`config.mk`:
```
export PLATFORM = sky130hd
export DESIGN_NAME = exc_commit_ctrl
export DESIGN_NICKNAME = d
export VERILOG_FILES = /design/src/rtl/exc_commit_ctrl_pkg.sv /design/src/rtl/exc_prio_arb.sv /design/src/rtl/exc_commit_ctrl.sv
export SDC_FILE = /design/constraint.sdc
export NUM_CORES = 1
export LEC_CHECK = 0
export BUFFER_PORTS_ARGS = -buffer_cell sky130_fd_sc_hd__buf_4
export CORE_AREA = 2 2 115 117
export CTS_CLUSTER_SIZE = 30
export DETAILED_ROUTE_END_ITERATION = 10
export DIE_AREA = 0 0 117 119
export PLACE_DENSITY = 0.48
export SETUP_SLACK_MARGIN = 0.15
export SLEW_MARGIN = 5
export SYNTH_ARGS = -nofsm -noshare
export SYNTH_HDL_FRONTEND = slang
export SYNTH_SLANG_ARGS = --single-unit
```
`constraint.sdc`:
```
create_clock -name clk -period 1.53 [get_ports clk]
set_input_delay 0.306 -clock clk [delete_from_list [all_inputs] [get_ports clk]]
set_output_delay 0.306 -clock clk [all_outputs]
set_load 0.01 [all_outputs]
```
`src/rtl/exc_commit_ctrl_pkg.sv`:
```
// Shared definitions for the write-back exception/commit controller:
// CP0 register addresses ({rd, sel}), ExcCode values, FSM states and event encodings.
package exc_commit_ctrl_pkg;

    // CP0 register addresses as {rd[4:0], sel[2:0]}
    typedef enum logic [7:0] {
        Cp0BadVaddr = 8'h40,
        Cp0Count    = 8'h48,
        Cp0Compare  = 8'h58,
        Cp0Status   = 8'h60,
        Cp0Cause    = 8'h68,
        Cp0Epc      = 8'h70
    } cp0_addr_e;

    // ExcCode values reported to CP0 Cause
    typedef enum logic [4:0] {
        ExcInt  = 5'h00,
        ExcAdel = 5'h04,
        ExcAdes = 5'h05,
        ExcSys  = 5'h08,
        ExcBp   = 5'h09,
        ExcRi   = 5'h0a,
        ExcOv   = 5'h0c
    } exccode_e;

    typedef enum logic [1:0] {
        StIdle,
        StFlush,
        StRedirect
    } state_e;

    // Where the redirect PC comes from when a trap commits
    typedef enum logic {
        TgtExEntry,
        TgtCp0
    } tgt_sel_e;

    // One-hot commit event; all zero when nothing special commits
    typedef struct packed {
        logic intr;
        logic exc;
        logic eret;
        logic mtc0;
    } ev_t;

    // Events that leave IDLE and end in a redirect
    function automatic logic ev_is_trap(ev_t ev);
        return ev.intr | ev.exc | ev.eret;
    endfunction

endpackage

```
`src/rtl/exc_prio_arb.sv`:
```
// Commit-time priority arbiter: interrupt > exception > ERET > MTC0.
import exc_commit_ctrl_pkg::*;

module exc_prio_arb (
    input  logic       commit_i,
    input  logic       has_int_i,
    input  logic       ex_i,
    input  logic [4:0] exccode_i,
    input  logic       eret_i,
    input  logic       mtc0_i,
    output ev_t        ev_o,
    output logic [4:0] exccode_o,
    output tgt_sel_e   tgt_sel_o
);

    // Pick the single highest-priority event of the committing instruction
    always_comb begin
        ev_o      = '0;
        exccode_o = ExcInt;
        tgt_sel_o = TgtExEntry;
        if (commit_i) begin
            if (has_int_i) begin
                ev_o.intr = 1'b1;
            end else if (ex_i) begin
                ev_o.exc  = 1'b1;
                exccode_o = exccode_i;
            end else if (eret_i) begin
                ev_o.eret = 1'b1;
                tgt_sel_o = TgtCp0;
            end else if (mtc0_i) begin
                ev_o.mtc0 = 1'b1;
            end
        end
    end

endmodule

```
`src/rtl/exc_commit_ctrl.sv`:
```
// Write-back exception/commit controller: drives the CP0 write/event ports at commit,
// flushes the pipeline after a trap, then hands the redirect PC to IF via valid/ready.
import exc_commit_ctrl_pkg::*;

module exc_commit_ctrl #(
    parameter logic [31:0] EX_ENTRY     = 32'hBFC0_0380,
    parameter int unsigned FLUSH_CYCLES = 2,
    parameter logic [7:0]  EPC_ADDR     = Cp0Epc
) (
    input  logic        clk,
    input  logic        resetn,
    input  logic        ws_valid,
    output logic        ws_ready,
    input  logic        ws_ex,
    input  logic [4:0]  ws_exccode,
    input  logic        ws_bd,
    input  logic [31:0] ws_pc,
    input  logic [31:0] ws_badvaddr,
    input  logic        ws_eret,
    input  logic        ws_mtc0,
    input  logic [7:0]  ws_cp0_addr,
    input  logic [31:0] ws_cp0_wdata,
    input  logic        has_int,
    input  logic [31:0] cp0_rdata,
    output logic        mtc0_we,
    output logic [7:0]  cp0_addr,
    output logic [31:0] cp0_wdata,
    output logic        eret_flush,
    output logic        wb_ex,
    output logic [4:0]  wb_exccode,
    output logic        wb_bd,
    output logic [31:0] wb_pc,
    output logic [31:0] wb_BadVaddr,
    output logic        pipe_flush,
    output logic        redirect_valid,
    input  logic        redirect_ready,
    output logic [31:0] redirect_pc
);

    localparam int unsigned CntW = (FLUSH_CYCLES > 1) ? $clog2(FLUSH_CYCLES) : 1;
    localparam logic [CntW-1:0] CntInit = CntW'(FLUSH_CYCLES - 1);

    state_e          state_q, state_d;
    logic [CntW-1:0] cnt_q, cnt_d;
    logic [31:0]     redirect_pc_q, redirect_pc_d;
    logic            pipe_flush_q, redirect_valid_q;

    logic            commit;
    ev_t             ev;
    logic [4:0]      arb_exccode;
    tgt_sel_e        tgt_sel;

    // Gating with resetn keeps every CP0 strobe low while reset is asserted
    assign commit   = ws_valid & resetn & (state_q == StIdle);
    assign ws_ready = (state_q == StIdle);

    exc_prio_arb u_arb (
        .commit_i  (commit),
        .has_int_i (has_int),
        .ex_i      (ws_ex),
        .exccode_i (ws_exccode),
        .eret_i    (ws_eret),
        .mtc0_i    (ws_mtc0),
        .ev_o      (ev),
        .exccode_o (arb_exccode),
        .tgt_sel_o (tgt_sel)
    );

    // CP0 ports are combinational so CP0 captures them on the commit edge
    always_comb begin
        wb_ex       = ev.intr | ev.exc;
        wb_exccode  = arb_exccode;
        wb_bd       = wb_ex & ws_bd;
        wb_pc       = wb_ex ? ws_pc : 32'h0;
        wb_BadVaddr = wb_ex ? ws_badvaddr : 32'h0;
        eret_flush  = ev.eret;
        mtc0_we     = ev.mtc0;
        cp0_addr    = ev.eret ? EPC_ADDR : ws_cp0_addr;
        cp0_wdata   = ws_cp0_wdata;
    end

    // Next state, flush countdown and redirect target capture
    always_comb begin
        state_d       = state_q;
        cnt_d         = cnt_q;
        redirect_pc_d = redirect_pc_q;
        unique case (state_q)
            StIdle: begin
                if (ev_is_trap(ev)) begin
                    state_d       = StFlush;
                    cnt_d         = CntInit;
                    // ERET reads EPC in this cycle; CP0 forwards a same-address MTC0 from the
                    // previous cycle, so the freshest EPC is seen here
                    redirect_pc_d = (tgt_sel == TgtCp0) ? cp0_rdata : EX_ENTRY;
                end
            end
            StFlush: begin
                if (cnt_q == '0) begin
                    state_d = StRedirect;
                end else begin
                    cnt_d = cnt_q - CntW'(1);
                end
            end
            StRedirect: begin
                if (redirect_ready) begin
                    state_d = StIdle;
                end
            end
            default: state_d = StIdle;
        endcase
    end

    // State and registered outputs; flush/valid follow the next state so they are glitch-free
    always_ff @(posedge clk or negedge resetn) begin
        if (!resetn) begin
            state_q          <= StIdle;
            cnt_q            <= '0;
            redirect_pc_q    <= 32'h0;
            pipe_flush_q     <= 1'b0;
            redirect_valid_q <= 1'b0;
        end else begin
            state_q          <= state_d;
            cnt_q            <= cnt_d;
            redirect_pc_q    <= redirect_pc_d;
            pipe_flush_q     <= (state_d == StFlush);
            redirect_valid_q <= (state_d == StRedirect);
        end
    end

    assign pipe_flush     = pipe_flush_q;
    assign redirect_valid = redirect_valid_q;
    assign redirect_pc    = redirect_pc_q;

endmodule

```
# --- Yosys cells after proc, flatten, opt, wreduce, memory -nomap -nowiden ---
# Cells that the tools add are included.
# Widths: inputs -> output; s select.
classes:
  multipliers: 0
  addsub: 1
  n_bitwise: 5
  n_lt_le_gt_ge: 0
  shifts: 0
  n_div: 0
  eq_ne: 5
  muxes: 25
  n_reduce_logical: 4
ops:
  columns: ["operator", "n"]
  rows:
  - ["$mux 32", 3]
  - ["$mux 5", 3]
  - ["$mux 1", 10]
  - ["$mux 2", 4]
  - ["$mux 8", 1]
  - ["$pmux 2 s3", 1]
  - ["$eq 2x1->1 const B", 2]
  - ["$eq 2x2->1 const B", 2]
  - ["$mux 4", 1]
  - ["$reduce_and 2->1", 2]
  - ["$and 1x1->1", 3]
  - ["$mux 3", 1]
  - ["$logic_not 2->1", 1]
  - ["$ne 2x1->1 const B", 1]
  - ["$or 1x1->1", 2]
  - ["$pmux 1 s2", 1]
  - ["$reduce_bool 2->1", 1]
  - ["$sub 1x1->1 const B", 1]
word_totals:
  input_bits: 150
  regBits: 37
  latchBits: 0
  rom_bits: 0
  mem_count: 0
  ram_bits: 0
  word_cells: 45

# --- Longest topological paths before layout ---
depth:
  word_depth: 10
  mapped_depth: 5
  mapped_depth_nobuf: 4

# --- Hierarchy ---
# From an unflattened synthesis, not the netlist that was laid out.
unflattened:
  hier_cells: 285
  hier_area_um2: 2394.8
modules_own_cells:
  columns: ["module", "n_inst", "seq_area_each_um2", "area_each_um2", "cells_each"]
  rows:
  - ["exc_commit_ctrl", 1, 925.9, 2318.5, 274]
  - ["exc_prio_arb", 1, 0.0, 76.3, 11]

# --- Worst setup path before layout ---
# OpenSTA, ideal clock, no wires.
synth_path:
  path_kind: "register to output"
  start: "reg state_q[0]"
  end: "out wb_BadVaddr[0]"
  path_stages_with_launch: 6
  required_time_ns: 1.224
  t_arrival_ns: 1.304
  slack_ns: -0.080
  path_cell_list: "dfrtp_1 -> and4bb_4 -> and2b_1 -> buf_4 -> buf_6 -> and2_1"
synth_via:
  elab_chain_cells: 5
synth_lines:
  columns: ["item", "line", "rtl"]
  rows:
  - ["start, declared", "exc_commit_ctrl.sv:43", "state_e state_q, state_d;"]
  - ["start signal, assigned", "exc_commit_ctrl.sv:116", "state_q <= StIdle;"]
  - ["start signal, assigned", "exc_commit_ctrl.sv:122", "state_q <= state_d;"]
  - ["$logic_not 2->1", "exc_commit_ctrl.sv:54", "assign commit = ws_valid & resetn & (state_q == StIdle);"]
  - ["$and 1x1->1", "exc_commit_ctrl.sv:54", null]
  - ["$mux 4", "exc_prio_arb.sv:21", "if (commit_i) begin"]
  - ["$or 1x1->1", "exc_commit_ctrl.sv:71", "wb_ex = ev.intr | ev.exc;"]
  - ["$mux 32", "exc_commit_ctrl.sv:75", "wb_BadVaddr = wb_ex ? ws_badvaddr : 32'h0;"]
  - ["end, declared", "exc_commit_ctrl.sv:33", "output logic [31:0] wb_BadVaddr,"]
# Every way passes these cells.

# --- Final worst setup path ---
layout_path:
  start: "reg state_q[0]"
  end: "out wb_BadVaddr[28]"
# Same word-level chain as after synthesis.

==> results.ini <==
[route]
drt_wl_total_um = 10500
routed-via-count = 2449
drt-vias-per-instance = 3.98
detail_route.drc_violations = 0
drt-wirelength-per-cell_um = 17.1
first_iter_violations = 88
drt_first_pass_iters = 4
remaining_antenna_violation_count = 0

[floorplanning]
floorplan.core_area_um2 = 12900
start_util_pct = 16.7
dieWidth_um = 117
dieArea_um2 = 13900
placementRows = 42
num_io_pins = 298
fp.dieH_um = 119

[cts]
clockBufferDepth = 2
cts_made_buffers = 5
tritoncts = built
post_cts_hold_buffer_count = 0
clock_sink_count = 37
cts.reportedPaths.clkPinSlew_ns = 0.06
h-tree-depth = 2
clockRootBuffer = sky130_fd_sc_hd__clkbuf_16
insertion_delay_ns = 0.28

[final_layout]
layout-area-overhead-vs-synth_pct = 119
fin_area_um2 = 4720
fillCellCount = 1300
sequential_cell_area_um2 = 926
nets = 588
mostFrequentLayoutCell = sky130_fd_sc_hd__buf_4
drive_above_1_share_pct = 76.1
layout.cells.most_common_list = sky130_fd_sc_hd__buf_4, sky130_fd_sc_hd__buf_6, sky130_fd_sc_hd__and2_4
multiInputGateArea_um2 = 1050
antennaDiodeCount = 0
final_util_pct = 36.7

[timing]
finalCriticalPeriod_ns = 2.02
fmaxAchievable_ghz = 0.495
rsz_0062_raised_after_global_routing = yes
worst_clock_skew_ns = 0.00618
relSlewSlack_pct = 67.0
setup_violations = 86
worst_pin_slew_ns = 0.495
hold_violations = 0
timing.final.ws_setup_ns = -0.492
timing.final.crit_share_pct = 132
timing_max_transition_violations_final = 0

[synthesis]
most_area_consuming_cells_after_synthesis = sky130_fd_sc_hd__dfrtp_1, sky130_fd_sc_hd__and2_1, sky130_fd_sc_hd__buf_4
yosys.area.top_type = sky130_fd_sc_hd__dfrtp_1
synth-main-ff-cell = sky130_fd_sc_hd__dfrtp_1
synthDominantCellAreaShare_pct = 42.9
async_flop_share_pct = 100
ys_ff_latch = 37
synth_warnings = 0
synth_area_um2 = 2160
syn-num-nets = 363
post_synth_num_cell_types = 20
ys_seq_area_share_pct = 42.9
cells_after_synth = 213
avgSynthCellArea_um2 = 10.1
synth-edff-count = 0

[flow_run]
drv.max_cap_violation_count = 0

[worst_setup_path]
critical-path-top-delay-family = simple AND/OR/NAND/NOR gates
critical_path.slowest_cell = sky130_fd_sc_hd__dfrtp_1
crit_path_end_kind = primary output
worst-endpoint-required_ns = 1.22
arr_time_crit_path_ns = 1.72
cp-start-kind = register
critical_path.n_buffers_inverters = 3
critical_path.max_stage_delay_ns = 0.37
timing.setup.critical_path_class = register to primary output
crit_chain = and4bb_4 > and2b_4 > buf_12 > buf_8 > and2_1 > buf_6
path_max_fanout = 8

[grt]
grtUsageTotal_pct = 13.4
first_global_vias = 2411
grt_pass1_wl_um = 13900
grt_antenna_before_repair = 0
grt_start_max_net_pins = 38
global_route.overflow_total = 0

[power_and_ir_drop]
irDropWorstVdd_mv = 0.425
leakage_nw = 2.41
cellPowerDensity_nw_per_um2 = 1030

[place]
port-buffer-count = 233
post-dp-hpwl_um = 8340
dpl_cell_area_um2 = 4110
gp_congestion = 0.800

[outcome]
violations = setup timing
run_status = complete, but fails checks

[worst_hold_path]
classification_of_the_worst_slack_hold_path = input pin to async pin

-- routing by layer --
| layer | global-route usage [%] | wire length (µm) |
|---|---|---|
| met5 | 0 | 0 |
| met2 | 22.5 | 5200 |
| met1 | 16.7 | 4200 |
| met4 | 1.99 | 39 |
| met3 | 5.14 | 1080 |
-- what timing repair did --
action	4_1_cts	5_1_grt
gates cloned	1	5
setup endpoints to repair	113	115
buffers inserted	1	5
endpoints found under the hold margin	0	0
pin swaps	7	10
resized for setup	45	28
-- registers in the layout, summed over array words and instances (netlist names) --
name	count
redirect_pc	32
state_q	2
cnt_q	1
pipe_flush	1
redirect_valid	1
-- kinds of logic after synthesis --
group                  synth area share [%]
and+or+nand+nor                        26.2
buffers and inverters                  16.2
AOI/OAI and AO/OA                      14.7
DFF                                    42.9
-- cells in the mapped netlist, types with 2 or more instances --
master                     count
sky130_fd_sc_hd__buf_6         4
sky130_fd_sc_hd__buf_2         6
sky130_fd_sc_hd__nand2_1       3
sky130_fd_sc_hd__inv_1         2
sky130_fd_sc_hd__o21ai_0       4
sky130_fd_sc_hd__and2_1       75
sky130_fd_sc_hd__nor2_1        3
sky130_fd_sc_hd__a22o_1       20
sky130_fd_sc_hd__dfrtp_1      37
sky130_fd_sc_hd__o22a_1       12
sky130_fd_sc_hd__nand2b_1      4
sky130_fd_sc_hd__buf_4        35
-- path summary, 6_finish.rpt --
| path | cells after the start | to | startpoint | slack, ns |
|---|---|---|---|---|
| setup / recovery | 6 | wb_BadVaddr[28] | state_q[0] | -0.49 |
| hold / removal | 2 | redirect_pc[24] | resetn | 0.09 |
| setup reg to reg | 6 | redirect_pc[8] | state_q[0] | -0.07 |
| hold reg to reg | 1 | redirect_pc[22] | redirect_pc[22] | 0.49 |
| max in group asynchronous | 2 | redirect_pc[19] | resetn | 1.08 |
| min in group clk | 2 | redirect_pc[15] | cp0_rdata[15] | 0.24 |
-- layout make-up --
cell class	instances	area share (%)
Clock inverter	2	0.795
Sequential cell	37	19.6
Clock buffer	6	2.94
Timing Repair Buffer	264	49.5
Inverter	2	0.212
Multi-Input combinational cell	128	22.3
Tap cell	176	4.66
-- per-stage QoR --
| step | instances | power [mW] | TNS, ns | setup WS, ns | hold slack [ns] |
|---|---|---|---|---|---|
| 6_report | 615 | 4.86 | -35.81 | -0.492 | 0.0926 |
| 3_5_place_dp | 595 | 3.28 | -13.95 | -0.177 | 0.440 |
| 2_1_floorplan | 213 | 2.25 | -2.80 | -0.0521 | 0.0104 |
| 3_3_place_gp | 595 | 3.25 | -11.73 | -0.170 | 0.434 |
| 4_1_cts | 605 | 4.67 | -35.55 | -0.490 | 0.126 |
| 5_1_grt | 615 | 5.15 | -41.50 | -0.547 | 0.144 |
-- power breakdown --
part	leakage, nW	internal (mW)	total, mW	switching, mW
clock	0.0831	0.814	1.24	0.423
combinational	1.88	1.40	2.30	0.895
sequential	0.449	1.20	1.33	0.128
Note: power is estimated with default switching activity, not from simulation.
